==> config.mk <==
export PLATFORM = sky130hd
export DESIGN_NAME = hc595_chain_ctrl
export DESIGN_NICKNAME = d
export VERILOG_FILES = /design/src/rtl/hc595_pkg.sv /design/src/rtl/hc595_bit_timer.sv /design/src/rtl/hc595_chain_ctrl.sv
export SDC_FILE = /design/constraint.sdc
export NUM_CORES = 1
export LEC_CHECK = 0
export ABC_AREA = 1
export CAP_MARGIN = 40
export CORE_AREA = 4 4 62 64
export DETAILED_ROUTE_END_ITERATION = 7
export DIE_AREA = 0 0 66 68
export PLACE_DENSITY = 0.69
export SETUP_SLACK_MARGIN = 0.15
export SKIP_CTS_REPAIR_TIMING = 1
export SLEW_MARGIN = 15
export SYNTH_ARGS = -nofsm -noshare
export SYNTH_HDL_FRONTEND = slang
export SYNTH_HIERARCHICAL = 1
export SYNTH_SLANG_ARGS = --single-unit
==> constraint.sdc <==
create_clock -name i_sys_clk -period 3.3 [get_ports i_sys_clk]
set_input_delay 0.66 -clock i_sys_clk [delete_from_list [all_inputs] [get_ports i_sys_clk]]
set_output_delay 0.66 -clock i_sys_clk [all_outputs]
set_load 0.05 [all_outputs]
==> src/rtl/hc595_pkg.sv <==
// Shared definitions for the 74HC595 chain controller: FSM states and
// counter-width helpers.
package hc595_pkg;

    typedef enum logic [1:0] {
        ST_IDLE  = 2'd0,
        ST_SHIFT = 2'd1,
        ST_LATCH = 2'd2
    } hc595_state_t;

    // Bit counter width: large enough to hold DATA_W itself.
    function automatic int bit_cnt_w(input int data_w);
        return (data_w < 1) ? 1 : $clog2(data_w + 1);
    endfunction

    // Phase counter width; a one-bit counter is the floor for CLK_DIV=2.
    function automatic int phase_cnt_w(input int clk_div);
        return (clk_div <= 2) ? 1 : $clog2(clk_div);
    endfunction

endpackage

==> src/rtl/hc595_bit_timer.sv <==
// CLK_DIV phase counter. Produces strobes that mark positions inside one
// bit (or latch) window so the parent can place shcp/stcp edges and step
// its bit counter.
module hc595_bit_timer
    import hc595_pkg::*;
#(
    parameter int CLK_DIV = 4
) (
    input  logic i_clk,
    input  logic i_rst_n,
    input  logic i_run,
    input  logic i_clear,
    output logic o_phase_first,
    output logic o_phase_half,
    output logic o_phase_penult,
    output logic o_phase_last
);

    localparam int PW = phase_cnt_w(CLK_DIV);
    localparam logic [PW-1:0] PH_HALF   = PW'(CLK_DIV / 2 - 1);
    localparam logic [PW-1:0] PH_PENULT = PW'(CLK_DIV - 2);
    localparam logic [PW-1:0] PH_LAST   = PW'(CLK_DIV - 1);

    logic [PW-1:0] r_phase;

    // Phase counter: cleared while idle, wraps at the end of each window.
    always_ff @(posedge i_clk or negedge i_rst_n) begin
        if (!i_rst_n) begin
            r_phase <= '0;
        end else if (i_clear) begin
            r_phase <= '0;
        end else if (i_run) begin
            if (r_phase == PH_LAST) begin
                r_phase <= '0;
            end else begin
                r_phase <= r_phase + PW'(1);
            end
        end
    end

    // phase_half marks the last cycle of the first half of a window.
    assign o_phase_first  = (r_phase == '0);
    assign o_phase_half   = (r_phase == PH_HALF);
    assign o_phase_penult = (r_phase == PH_PENULT);
    assign o_phase_last   = (r_phase == PH_LAST);

endmodule

==> src/rtl/hc595_chain_ctrl.sv <==
// Serial driver for a daisy chain of 74HC595 shift registers: shifts a
// held word out on ds/shcp, latches it with stcp, and blanks the outputs
// via oe until the first complete word has been latched.
module hc595_chain_ctrl
    import hc595_pkg::*;
#(
    parameter int DATA_W       = 14,
    parameter int CLK_DIV      = 4,
    parameter int MSB_FIRST    = 0,
    parameter int AUTO_REFRESH = 1
) (
    input  logic              i_sys_clk,
    input  logic              i_sys_rst_n,
    input  logic [DATA_W-1:0] i_din,
    input  logic              i_din_valid,
    output logic              o_din_ready,
    input  logic              i_out_en,
    output logic              o_ds,
    output logic              o_shcp,
    output logic              o_stcp,
    output logic              o_oe,
    output logic              o_busy,
    output logic              o_done
);

    localparam int BW    = bit_cnt_w(DATA_W);
    localparam int EXT_W = 1 << BW;
    localparam logic [BW-1:0] LAST_BIT = BW'(DATA_W - 1);

    hc595_state_t      r_state;
    hc595_state_t      w_state_next;
    logic [DATA_W-1:0] r_shadow;
    logic [DATA_W-1:0] w_shadow_next;
    logic [BW-1:0]     r_bit;
    logic [BW-1:0]     w_bit_next;
    logic [BW-1:0]     w_bit_inc;
    logic              r_ds;
    logic              w_ds_next;
    logic              r_shcp;
    logic              r_stcp;
    logic              r_oe;
    logic              r_busy;
    logic              r_done;
    logic              r_first_latch;
    logic              w_timer_run;
    logic              w_timer_clear;
    logic              w_phase_first;
    logic              w_phase_half;
    logic              w_phase_penult;
    logic              w_phase_last;
    logic              w_last_bit;
    logic              w_enter_latch;
    logic              w_latch_penult;
    // Words reordered into transmit order and zero-padded so the bit
    // counter can index them directly at its full width.
    logic [EXT_W-1:0]  w_shadow_ord;
    logic [EXT_W-1:0]  w_din_ord;

    genvar gi;
    generate
        for (gi = 0; gi < EXT_W; gi++) begin : g_order
            if (gi < DATA_W) begin : g_bit
                if (MSB_FIRST != 0) begin : g_msb
                    assign w_shadow_ord[gi] = r_shadow[DATA_W-1-gi];
                    assign w_din_ord[gi]    = i_din[DATA_W-1-gi];
                end else begin : g_lsb
                    assign w_shadow_ord[gi] = r_shadow[gi];
                    assign w_din_ord[gi]    = i_din[gi];
                end
            end else begin : g_pad
                assign w_shadow_ord[gi] = 1'b0;
                assign w_din_ord[gi]    = 1'b0;
            end
        end
    endgenerate

    hc595_bit_timer #(
        .CLK_DIV (CLK_DIV)
    ) u_bit_timer (
        .i_clk          (i_sys_clk),
        .i_rst_n        (i_sys_rst_n),
        .i_run          (w_timer_run),
        .i_clear        (w_timer_clear),
        .o_phase_first  (w_phase_first),
        .o_phase_half   (w_phase_half),
        .o_phase_penult (w_phase_penult),
        .o_phase_last   (w_phase_last)
    );

    assign w_bit_inc      = r_bit + BW'(1);
    assign w_last_bit     = (r_bit == LAST_BIT);
    assign w_enter_latch  = (r_state == ST_SHIFT) && w_phase_last && w_last_bit;
    assign w_latch_penult = (r_state == ST_LATCH) && w_phase_penult;
    assign o_din_ready    = (r_state == ST_IDLE) && i_sys_rst_n;

    // Next-state, bit select and shadow capture; new input wins over refresh.
    always_comb begin
        w_state_next  = r_state;
        w_shadow_next = r_shadow;
        w_bit_next    = r_bit;
        w_ds_next     = r_ds;
        w_timer_run   = 1'b0;
        w_timer_clear = 1'b0;
        case (r_state)
            ST_IDLE: begin
                w_timer_clear = 1'b1;
                w_bit_next    = '0;
                if (i_din_valid) begin
                    w_shadow_next = i_din;
                    w_ds_next     = w_din_ord[0];
                    w_state_next  = ST_SHIFT;
                end else if ((AUTO_REFRESH != 0) && r_first_latch) begin
                    w_ds_next    = w_shadow_ord[0];
                    w_state_next = ST_SHIFT;
                end
            end
            ST_SHIFT: begin
                w_timer_run = 1'b1;
                if (w_phase_last) begin
                    if (w_last_bit) begin
                        w_state_next = ST_LATCH;
                    end else begin
                        w_bit_next = w_bit_inc;
                        w_ds_next  = w_shadow_ord[w_bit_inc];
                    end
                end
            end
            ST_LATCH: begin
                w_timer_run = 1'b1;
                if (w_phase_last) begin
                    w_state_next = ST_IDLE;
                    w_bit_next   = '0;
                end
            end
            default: begin
                w_state_next = ST_IDLE;
            end
        endcase
    end

    // FSM state register.
    always_ff @(posedge i_sys_clk or negedge i_sys_rst_n) begin
        if (!i_sys_rst_n) begin
            r_state <= ST_IDLE;
        end else begin
            r_state <= w_state_next;
        end
    end

    // Shadow word, bit counter and first-latch flag.
    always_ff @(posedge i_sys_clk or negedge i_sys_rst_n) begin
        if (!i_sys_rst_n) begin
            r_shadow      <= '0;
            r_bit         <= '0;
            r_first_latch <= 1'b0;
        end else begin
            r_shadow      <= w_shadow_next;
            r_bit         <= w_bit_next;
            r_first_latch <= r_first_latch || w_latch_penult;
        end
    end

    // Registered pin drivers, loaded with the value for the coming cycle.
    always_ff @(posedge i_sys_clk or negedge i_sys_rst_n) begin
        if (!i_sys_rst_n) begin
            r_ds   <= 1'b0;
            r_shcp <= 1'b0;
            r_stcp <= 1'b0;
            r_oe   <= 1'b1;
            r_busy <= 1'b0;
            r_done <= 1'b0;
        end else begin
            r_ds   <= w_ds_next;
            // shcp rises mid-window and falls as the window closes.
            r_shcp <= (r_state == ST_SHIFT) && !w_phase_last && (w_phase_half || r_shcp);
            // stcp covers the first half of the latch window.
            r_stcp <= w_enter_latch ||
                      ((r_state == ST_LATCH) && (w_phase_first || r_stcp) && !w_phase_half);
            r_oe   <= r_first_latch ? ~i_out_en : 1'b1;
            r_busy <= (w_state_next != ST_IDLE);
            r_done <= w_latch_penult;
        end
    end

    assign o_ds   = r_ds;
    assign o_shcp = r_shcp;
    assign o_stcp = r_stcp;
    assign o_oe   = r_oe;
    assign o_busy = r_busy;
    assign o_done = r_done;

endmodule

Yosys cells after proc, flatten, opt, wreduce, memory -nomap -nowiden
Cells that the tools add are included.
- reduce and logical (&&, ||, !) cells: 24
- multiplexer cells: 23
- multiply operators: 0
- bitwise logic cells: 1
- divide/modulo/power cells: 0
- magnitude comparators: 1
- eq/ne operators: 10
- add/sub/neg operators: 2
- shifts and indexed selects: 0
- operators by type and width (cell ; count):
    $mux W2 ; 8
    $mux W4 ; 3
    $pmux W4 S3 ; 1
    $logic_and A1 B1 Y1 ; 8
    $mux W1 ; 8
    $reduce_and A4 Y1 ; 2
    $eq A2 B2 Y1 const B ; 3
    $ne A2 B2 Y1 const B ; 3
    $pmux W2 S3 ; 1
    $reduce_bool A2 Y1 ; 3
    $lt A4 B5 Y1 const B ; 1
    $add A4 B1 Y4 const B ; 1
    $bmux W1 S4 ; 1
    $eq A2 B1 Y1 const B ; 2
    $eq A4 B4 Y1 const B ; 1
    $logic_not A2 Y1 ; 2
    $logic_or A1 B1 Y1 ; 4
    $ne A3 B3 Y1 const B ; 1
    $reduce_bool A3 Y1 ; 1
    $add A2 B1 Y2 const B ; 1
    $logic_not A1 Y1 ; 2
    $pmux W1 S2 ; 1
    $reduce_and A2 Y1 ; 1
    $reduce_or A2 Y1 ; 1
    $not A1 Y1 ; 1
- word-level logic and storage cells: 72
- memory bits (read-only): 0
- latch bits: 0
- output and inout bits: 7
- memory bits (writable): 0
- memories: 0
- bits in registers: 29

Depth between registers and ports, before layout
Gate-level depths: netlist (run 1).
- word-level depth: 6
- gate-level depth with buffers: 10
- depth with buffers taken out: 10

Hierarchy
Netlist (run 1), hierarchy kept.
- by module, submodules not included (module ; cells an instance ; area each (um^2) ; instances ; seq. area each (um^2)):
    hc595_chain_ctrl ; 165 ; 1426.4 ; 1 ; 676.9
    hc595_bit_timer ; 17 ; 142.6 ; 1 ; 50.0

Worst setup path before layout (run 1)
No wires, ideal clock.
- path type: register to output
- from: register r_state[0]
- to: output port o_din_ready
- data arrival time: 1.116 ns
- required time: 2.640 ns
- path slack: 1.524 ns
- stages on the path, launching flop included: 5
- path buffers: 0
- cells stage by stage: dfrtp_1 > inv_1 > ha_1 > nand2_1 > inv_1
- cells in the longest elaborated chain, start to end: 2
- RTL lines (element ; RTL line ; RTL):
    from (decl) ; hc595_chain_ctrl.sv:30 ; hc595_state_t r_state;
    from (signal assigned) ; hc595_chain_ctrl.sv:146 ; r_state <= w_state_next;
    $logic_not A2 Y1 ; hc595_chain_ctrl.sv:94 ; assign o_din_ready = (r_state == ST_IDLE) && i_sys_rst_n;
    $logic_and A1 B1 Y1 ; hc595_chain_ctrl.sv:94 ;
    to (decl) ; hc595_chain_ctrl.sv:16 ; output logic o_din_ready,
Every way passes these cells.

Worst setup path in the final report (run 1)
- from: register r_oe, in the netlist o_oe
- to: output port o_oe
- RTL lines (element ; RTL line ; RTL):
    from (decl) ; hc595_chain_ctrl.sv:41 ; logic r_oe;
    from (signal assigned) ; hc595_chain_ctrl.sv:179 ; r_oe <= r_first_latch ? ~i_out_en : 1'b1;
    to (decl) ; hc595_chain_ctrl.sv:21 ; output logic o_oe,
No word-level cell between the ends.

==> flow_metrics.env, run 1 <==
export IMPL_outcome="finished, final reports clean"
export IMPL_drive_gt1_frac=0.132
export IMPL_power_density_nw_per_um2=800
export IMPL_dp_cells=250
export IMPL_cts_root_buf="clkbuf_4"
export IMPL_grt_overflow=0
export IMPL_antenna_left=0
export IMPL_stdcell_count=258
export IMPL_hpwl_mm=2.31
export IMPL_dieArea_um2=4490
export IMPL_grt_max_degree=30
export IMPL_area_delta_synth_final_pct=22.0
export IMPL_vdd_ir_drop_max_v=0.000391
export IMPL_path_class="flop to primary output"
export IMPL_drcViolationCount=0
export IMPL_syn_num_nets=211
export IMPL_synth_ff_latch_count=29
export IMPL_r2r_cells=9
export IMPL_fmax_mhz=431
export IMPL_nets=240
export IMPL_initial_core_util=0.478
export IMPL_grt_busiest_layer="met2"
export IMPL_netlist_instances=182
export IMPL_p_leak_nw=0.970
export IMPL_avgSynthCellArea_um2=8.62
export IMPL_cts_tree="done"
export IMPL_vias=1226
export IMPL_layout_commonest_cell="nand2_1"
export IMPL_tightest_slew_ns=0.504
export IMPL_viasPerCell=4.75
export IMPL_slew_violations=0
export IMPL_crit_slowest_cell="clkdlybuf4s50_1"
export IMPL_max_slew_margin=0.663
export IMPL_place_area_um2=1860
export IMPL_gr_usage_met3=0.0624
export IMPL_clk_path_buf_depth=2
export IMPL_worst_hold_slack_ns=0.445
export IMPL_placement_rows=21
export IMPL_hp_class="flop to flop"
export IMPL_fp_dieW_um=66
export IMPL_rsz0062_at_grt="false"
export IMPL_fill_cells=312
export IMPL_critPathTopFamily="buffers and inverters"
export IMPL_finClkSkew_ns=0.0108
export IMPL_num_antenna_cells=0
export IMPL_final_area_um2=1910
export IMPL_arrival_ns=1.66
export IMPL_routed_wl_mm=3.01
export IMPL_grt_usage=0.158
export IMPL_startpoint_type="flop"
export IMPL_worst_path_buf_inv=1
export IMPL_gp_congestion=0.825
export IMPL_first_iter_violations=53
export IMPL_numCtsBuffers=5
export IMPL_path_max_fanout=1
export IMPL_design_core_area_um2=3280
export IMPL_finalSetupViolCount=0
export IMPL_antenna_found_initial=0
export IMPL_ff_latch_area_um2=727
export IMPL_fin_crit_ns=2.32
export IMPL_grt_pass1_wl_mm=5.22
export IMPL_crit_cells=1
export IMPL_required_ns=2.64
export IMPL_grt_pass1_vias=1206
export IMPL_clk_pin_slew_ns=0.09
export IMPL_die_h_um=68
export IMPL_grtUsageMet2=0.243
export IMPL_multiInputGateArea_um2=716
export IMPL_max_stage_delay_ns=0.79
export IMPL_yosys_warnings=6
export IMPL_syn_area_um2=1570
export IMPL_ys_seq_area_frac=0.463
export IMPL_synth_distinct_cells=21
export IMPL_portBuffers=24
export IMPL_crit_path_end_kind="primary output"
export IMPL_detail_route_first_pass_iterations=4
export IMPL_cts_sinks=29
export IMPL_max_cap_viol_count=0
export IMPL_insertion_delay_ns=0.33
export IMPL_layout_common_cells="nand2_1, dfrtp_1, inv_1"
export IMPL_hold_viol=0
export IMPL_power_mw=1.53
export IMPL_wl_per_cell_um=11.7
export IMPL_cts_max_level=2
export IMPL_whs_path_depth=1
export IMPL_fin_crit_sh=0.703
export IMPL_grt_met1_usage=0.200
export IMPL_path_cells="clkdlybuf4s50_1"
export IMPL_finalSetupTns_ns=0
export IMPL_io_pins=25
-- synth_stat cells --
| master | instances | share of area |
|---|---|---|
| nand2_2 | 4 | 0.016 |
| nand2_1 | 42 | 0.10 |
| nor2_1 | 16 | 0.038 |
| inv_1 | 26 | 0.062 |
| nand4_1 | 2 | 0.0080 |
| nor3b_4 | 1 | 0.012 |
| o21ai_1 | 1 | 0.0032 |
| dfstp_2 | 1 | 0.017 |
| nand3_2 | 1 | 0.0064 |
| buf_2 | 2 | 0.0064 |
| a21oi_1 | 6 | 0.019 |
| nand2_4 | 1 | 0.0072 |
| o21ai_0 | 7 | 0.022 |
| mux2_2 | 9 | 0.065 |
| dfrtp_1 | 28 | 0.45 |
| inv_2 | 2 | 0.0048 |
| xnor2_1 | 1 | 0.0056 |
| nand3_1 | 18 | 0.057 |
| o22ai_1 | 2 | 0.0080 |
| buf_6 | 1 | 0.0072 |
| ha_1 | 11 | 0.088 |
-- power by group --
group,internal [mW],total (mW),switching [mW]
Clock,0.0809,0.203,0.122
Sequential,0.491,0.592,0.101
Combinational,0.306,0.737,0.432
Total,0.877,1.53,0.655
-- area by class of cell --
type                            count  area share
Clock buffer                        6      0.0216
Sequential cell                    29       0.380
Timing Repair Buffer               25       0.135
Inverter                           28      0.0549
Tap cell                           46      0.0301
Clock inverter                      2     0.00523
Multi-Input combinational cell    122       0.374
-- metal layers --
| layer | wire, µm | vias up |
|---|---|---|
| met3 | 143 | 6 |
| li1 | - | 635 |
| met1 | 1440 | 566 |
| met4 | 53 | 0 |
| met2 | 1370 | 19 |
| met5 | 0 | - |
-- logic make-up (layout without fill, tap and decap cells) --
| group | Yosys count | after routing | synth area share |
|---|---|---|---|
| AOI/OAI and AO/OA | 16 | 16 | 0.0526 |
| xor gates and xnor gates | 1 | 1 | 0.00558 |
| adders and majority gates | 11 | 11 | 0.0877 |
| buffers and inverters | 31 | 61 | 0.0805 |
| DFF | 29 | 29 | 0.463 |
| muxes | 9 | 9 | 0.0646 |
| and+or+nand+nor | 85 | 85 | 0.246 |
-- path summary, 6_finish.rpt --
check,endpoint,startpoint,slack (ns)
max in group asynchronous,o_oe,i_sys_rst_n,2.18
min in group asynchronous,r_bit[1],i_sys_rst_n,0.80
min reg2reg,o_oe,r_first_latch,0.44
max reg2reg,o_ds,r_bit[0],1.65
max,o_oe,o_oe,0.98
min,o_oe,r_first_latch,0.44
-- metrics by stage --
stage                     worst slack, ns   util
after floorplan                      1.52      -
after detailed placement             1.13  0.567
after global placement               1.11  0.567
after global routing                0.929  0.583
final                               0.981  0.583
after CTS                           0.957  0.583
-- state kept, by name, summed over array words and instances (netlist names) --
register and count:
o_stcp 1, o_ds 1, o_done 1, r_state 2, r_first_latch 1, o_oe 1
u_bit_timer/r_phase 2, o_shcp 1, o_busy 1, r_bit 4, r_shadow 14
No activity file was read; power rests on OpenSTA's default activity.
==> run 2, diff against run 1 <==
Clock period 3.3 ns to 2.4 ns, I/O delays scaled along.
==> flow_metrics.env, run 2 (same netlist as run 1, synthesis figures left out) <==
export IMPL_outcome="finished, final reports clean"
export IMPL_fin_util=0.585
export IMPL_gp_congestion=0.819
export IMPL_detail_route_first_pass_iterations=4
export IMPL_hold_viol=0
export IMPL_finClkSkew_ns=0.00462
export IMPL_vdd_ir_drop_max_v=0.000535
export IMPL_hpwl_mm=2.29
export IMPL_initial_core_util=0.478
export IMPL_fp_dieW_um=66
export IMPL_layout_common_cells="nand2_1, dfrtp_1, inv_1"
export IMPL_cp_endpoint="o_oe"
export IMPL_max_cap_viol_count=0
export IMPL_placement_rows=21
export IMPL_nets=240
export IMPL_area_delta_synth_final_pct=22.5
export IMPL_grt_met1_usage=0.185
export IMPL_final_area_um2=1920
export IMPL_grt_max_degree=30
export IMPL_max_stage_delay_ns=0.80
export IMPL_design_core_area_um2=3280
export IMPL_grt_overflow=0
export IMPL_crit_cells=1
export IMPL_insertion_delay_ns=0.33
export IMPL_crit_slowest_cell="clkdlybuf4s50_1"
export IMPL_clk_pin_slew_ns=0.08
export IMPL_routed_wl_mm=2.99
export IMPL_regToRegSetupSlack_ns=0.72
export IMPL_cts_root_buf="clkbuf_4"
export IMPL_reg_top3="r_shadow: 14 flops, r_bit: 4 flops"
export IMPL_r2r_start="r_state[1]"
export IMPL_rr_endpoint="r_bit[2]"
export IMPL_cts_max_level=2
export IMPL_cp_startpoint="o_oe"
export IMPL_max_slew_margin=0.661
export IMPL_num_antenna_cells=0
export IMPL_portBuffers=24
export IMPL_grt_busiest_layer="met2"
export IMPL_critPathTopFamily="buffers and inverters"
export IMPL_required_ns=1.92
export IMPL_io_pins=25
export IMPL_path_max_fanout=1
export IMPL_slew_violations=0
export IMPL_p_leak_nw=0.970
export IMPL_grt_usage=0.154
export IMPL_cts_sinks=29
export IMPL_grt_pass1_vias=1202
export IMPL_top_register="r_shadow"
export IMPL_drive_gt1_frac=0.127
export IMPL_wl_per_cell_um=11.6
export IMPL_startpoint_type="flop"
export IMPL_fill_cells=305
export IMPL_hp_class="flop to flop"
export IMPL_gr_usage_met3=0.0575
export IMPL_numCtsBuffers=5
export IMPL_tightest_slew_ns=0.507
export IMPL_fmax_mhz=469
export IMPL_fin_crit_sh=0.888
export IMPL_drcViolationCount=0
export IMPL_worst_path_buf_inv=1
export IMPL_grtUsageMet2=0.247
export IMPL_antenna_found_initial=0
export IMPL_r2r_cells=7
export IMPL_die_h_um=68
export IMPL_grt_pass1_wl_mm=5.17
export IMPL_viasPerCell=4.78
export IMPL_place_area_um2=1860
export IMPL_crit_path_end_kind="primary output"
export IMPL_path_cells="clkdlybuf4s50_1"
export IMPL_largest_reg_flops=14
export IMPL_rsz0062_at_grt="false"
export IMPL_dieArea_um2=4490
export IMPL_finalSetupViolCount=0
export IMPL_antenna_left=0
export IMPL_first_iter_violations=50
export IMPL_finalSetupTns_ns=0
export IMPL_clk_path_buf_depth=2
export IMPL_path_class="flop to primary output"
export IMPL_arrival_ns=1.65
export IMPL_fin_crit_ns=2.13
export IMPL_cts_tree="done"
export IMPL_layout_commonest_cell="nand2_1"
export IMPL_vias=1234
export IMPL_power_density_nw_per_um2=1110
-- run 2: per-stage QoR --
step	worst slack (ns)	hold WS (ns)	cells	power, mW
6_report	0.268	0.432	258	2.14
5_1_grt	0.213	0.476	258	2.34
4_1_cts	0.250	0.445	258	2.16
3_5_place_dp	0.592	0.433	250	1.85
3_3_place_gp	0.575	0.416	250	1.81
2_1_floorplan	0.804	0.184	182	1.59
-- run 2: final cells by class --
class	instances	area, µm²	area share
tap	46	57.6	0.0299
clock buffer	8	58.8	0.0306
multi-input combinational	122	716	0.372
sequential	29	727	0.378
timing repair buffer	25	258	0.134
inverter	28	105	0.0547
-- run 2: worst min-delay path by stage --
stage	start	end	slack, ns	cells past startpoint
2_1_floorplan	i_sys_rst_n	o_busy	0.18	0
3_3_place_gp	r_first_latch	o_oe	0.42	1
3_5_place_dp	r_first_latch	o_oe	0.43	1
4_1_cts	r_first_latch	o_oe	0.45	1
5_1_grt	r_first_latch	o_oe	0.48	1
6_report	r_first_latch	o_oe	0.43	1
-- run 2: layer usage --
layer  wire length [µm]  up-vias
li1                   -      630
met1               1390      574
met2               1370       23
met3                177        7
met4                 56        0
met5                  0        -
-- run 2: report_power, final --
| group | leakage [nW] | switching (mW) | total [mW] | internal [mW] |
|---|---|---|---|---|
| combinational | 0.587 | 0.595 | 1.01 | 0.420 |
| clock | 0.0326 | 0.166 | 0.311 | 0.144 |
| sequential | 0.351 | 0.136 | 0.811 | 0.675 |
==> run 3, diff against run 2 <==
Settings changed: CORE_AREA 4 4 62 64 to 4 4 72 74, DIE_AREA 0 0 66 68 to 0 0 76 78, PLACE_DENSITY 0.69 to 0.52.
==> flow_metrics.env, run 3 (same netlist as run 1, synthesis figures left out) <==
export IMPL_whs_path_depth=1
export IMPL_path_max_fanout=1
export IMPL_area_delta_synth_final_pct=27.3
export IMPL_dieArea_um2=5930
export IMPL_required_ns=1.92
export IMPL_fin_crit_ns=2.06
export IMPL_grt_max_degree=30
export IMPL_regToRegSetupSlack_ns=0.76
export IMPL_grt_pass1_wl_mm=5.26
export IMPL_worst_path_buf_inv=1
export IMPL_finalSetupViolCount=0
export IMPL_clk_pin_slew_ns=0.06
export IMPL_cts_root_buf="clkbuf_8"
export IMPL_layout_common_cells="nand2_1, dfrtp_1, inv_1"
export IMPL_dp_cells=259
export IMPL_crit_cells=1
export IMPL_antenna_found_initial=0
export IMPL_io_pins=25
export IMPL_place_area_um2=1880
export IMPL_ff_latch_area_um2=727
export IMPL_wl_per_cell_um=11.5
export IMPL_detail_route_first_pass_iterations=4
export IMPL_design_core_area_um2=4600
export IMPL_grt_usage=0.113
export IMPL_comb_power_share=0.441
export IMPL_pwr_share_seq=0.337
export IMPL_first_iter_violations=46
export IMPL_cts_sinks=29
export IMPL_hold_viol=0
export IMPL_switchingPower_mw=0.917
export IMPL_finClkSkew_ns=0.00702
export IMPL_vdd_ir_drop_max_v=0.000504
export IMPL_power_density_nw_per_um2=1180
export IMPL_clk_path_buf_depth=2
export IMPL_stdcell_count=267
export IMPL_fin_util=0.434
export IMPL_cts_max_level=2
export IMPL_arrival_ns=1.58
export IMPL_nets=241
export IMPL_num_antenna_cells=0
export IMPL_initial_core_util=0.341
export IMPL_grt_met1_usage=0.148
export IMPL_finalSetupTns_ns=0
export IMPL_max_cap_viol_count=0
export IMPL_top_register="r_shadow"
export IMPL_routed_wl_mm=3.06
export IMPL_insertion_delay_ns=0.28
export IMPL_grt_busiest_layer="met2"
export IMPL_fill_cells=453
export IMPL_path_class="flop to primary output"
export IMPL_p_leak_nw=1.00
export IMPL_r2r_cells=4
export IMPL_crit_slowest_cell="clkdlybuf4s50_1"
export IMPL_placement_rows=25
export IMPL_viasPerCell=4.54
export IMPL_portBuffers=24
export IMPL_vias=1211
export IMPL_hp_class="flop to flop"
export IMPL_critPathTopFamily="buffers and inverters"
export IMPL_crit_path_end_kind="primary output"
export IMPL_grt_pass1_vias=1137
export IMPL_p_sw_frac=0.388
export IMPL_antenna_left=0
export IMPL_rsz0062_at_grt="false"
export IMPL_fin_crit_sh=0.857
export IMPL_reg_top3="r_shadow: 14 flops, r_bit: 4 flops"
export IMPL_drcViolationCount=0
export IMPL_layout_commonest_cell="nand2_1"
export IMPL_startpoint_type="flop"
export IMPL_max_slew_margin=0.668
export IMPL_die_h_um=78
export IMPL_fmax_mhz=486
export IMPL_path_cells="clkdlybuf4s50_1"
export IMPL_outcome="finished, final reports clean"
export IMPL_numCtsBuffers=5
export IMPL_final_area_um2=2000
export IMPL_place_ws_ns=0.571
export IMPL_finalWorstSetupSlack_ns=0.344
export IMPL_drive_gt1_frac=0.136
export IMPL_max_stage_delay_ns=0.79
export IMPL_grtUsageMet2=0.167
export IMPL_cts_tree="done"
export IMPL_grt_overflow=0
export IMPL_gp_congestion=0.749
export IMPL_fp_dieW_um=76
export IMPL_intPower_mw=1.44
export IMPL_gr_usage_met3=0.0371
export IMPL_multiInputGateArea_um2=716
export IMPL_tightest_slew_ns=0.496
export IMPL_largest_reg_flops=14
export IMPL_hpwl_mm=2.31
export IMPL_clkPwrFrac=0.221
export IMPL_slew_violations=0
-- run 3: cell count changes in the layout (fill, tap and decap cells not counted) --
cell,before,now
clkbuf_1,2,1
bufinv_16,0,1
buf_4,1,2
clkbuf_8,1,6
clkbuf_4,5,0
-- run 3: path summary, 6_finish.rpt --
check,to,startpoint
setup / recovery,o_oe,o_oe
hold / removal,o_oe,r_first_latch
setup reg to reg,r_shadow[12],r_state[0]
hold reg to reg,o_oe,r_first_latch
max in group asynchronous,o_oe,i_sys_rst_n
min in group asynchronous,r_shadow[4],i_sys_rst_n
-- run 3: layout make-up --
class	instances	area share
Clock buffer	7	0.0432
Inverter	28	0.0526
Tap cell	54	0.0338
Multi-Input combinational cell	122	0.358
Clock inverter	1	0.0150
Timing Repair Buffer	26	0.133
Sequential cell	29	0.364
-- run 3: power groups by stage --
stage	Clock, mW	Sequential (mW)	Combinational, mW
global placement	0	0.806	1.05
global route	0.569	0.823	1.19
CTS	0.542	0.798	1.06
finish	0.523	0.797	1.04
floorplan	0	0.857	0.734
detailed placement	0	0.806	1.05
-- run 3: stage by stage --
stage | power (mW) | hold slack, ns
floorplan | 1.59 | 0.184
global placement | 1.85 | 0.426
detailed placement | 1.86 | 0.432
CTS | 2.40 | 0.441
global route | 2.58 | 0.466
finish | 2.36 | 0.427
-- run 3: per-layer routing --
layer | wire length, µm | vias to the layer above
met5 | 0 | -
met4 | 63 | 0
met3 | 119 | 7
met2 | 1390 | 19
met1 | 1490 | 555
li1 | - | 630
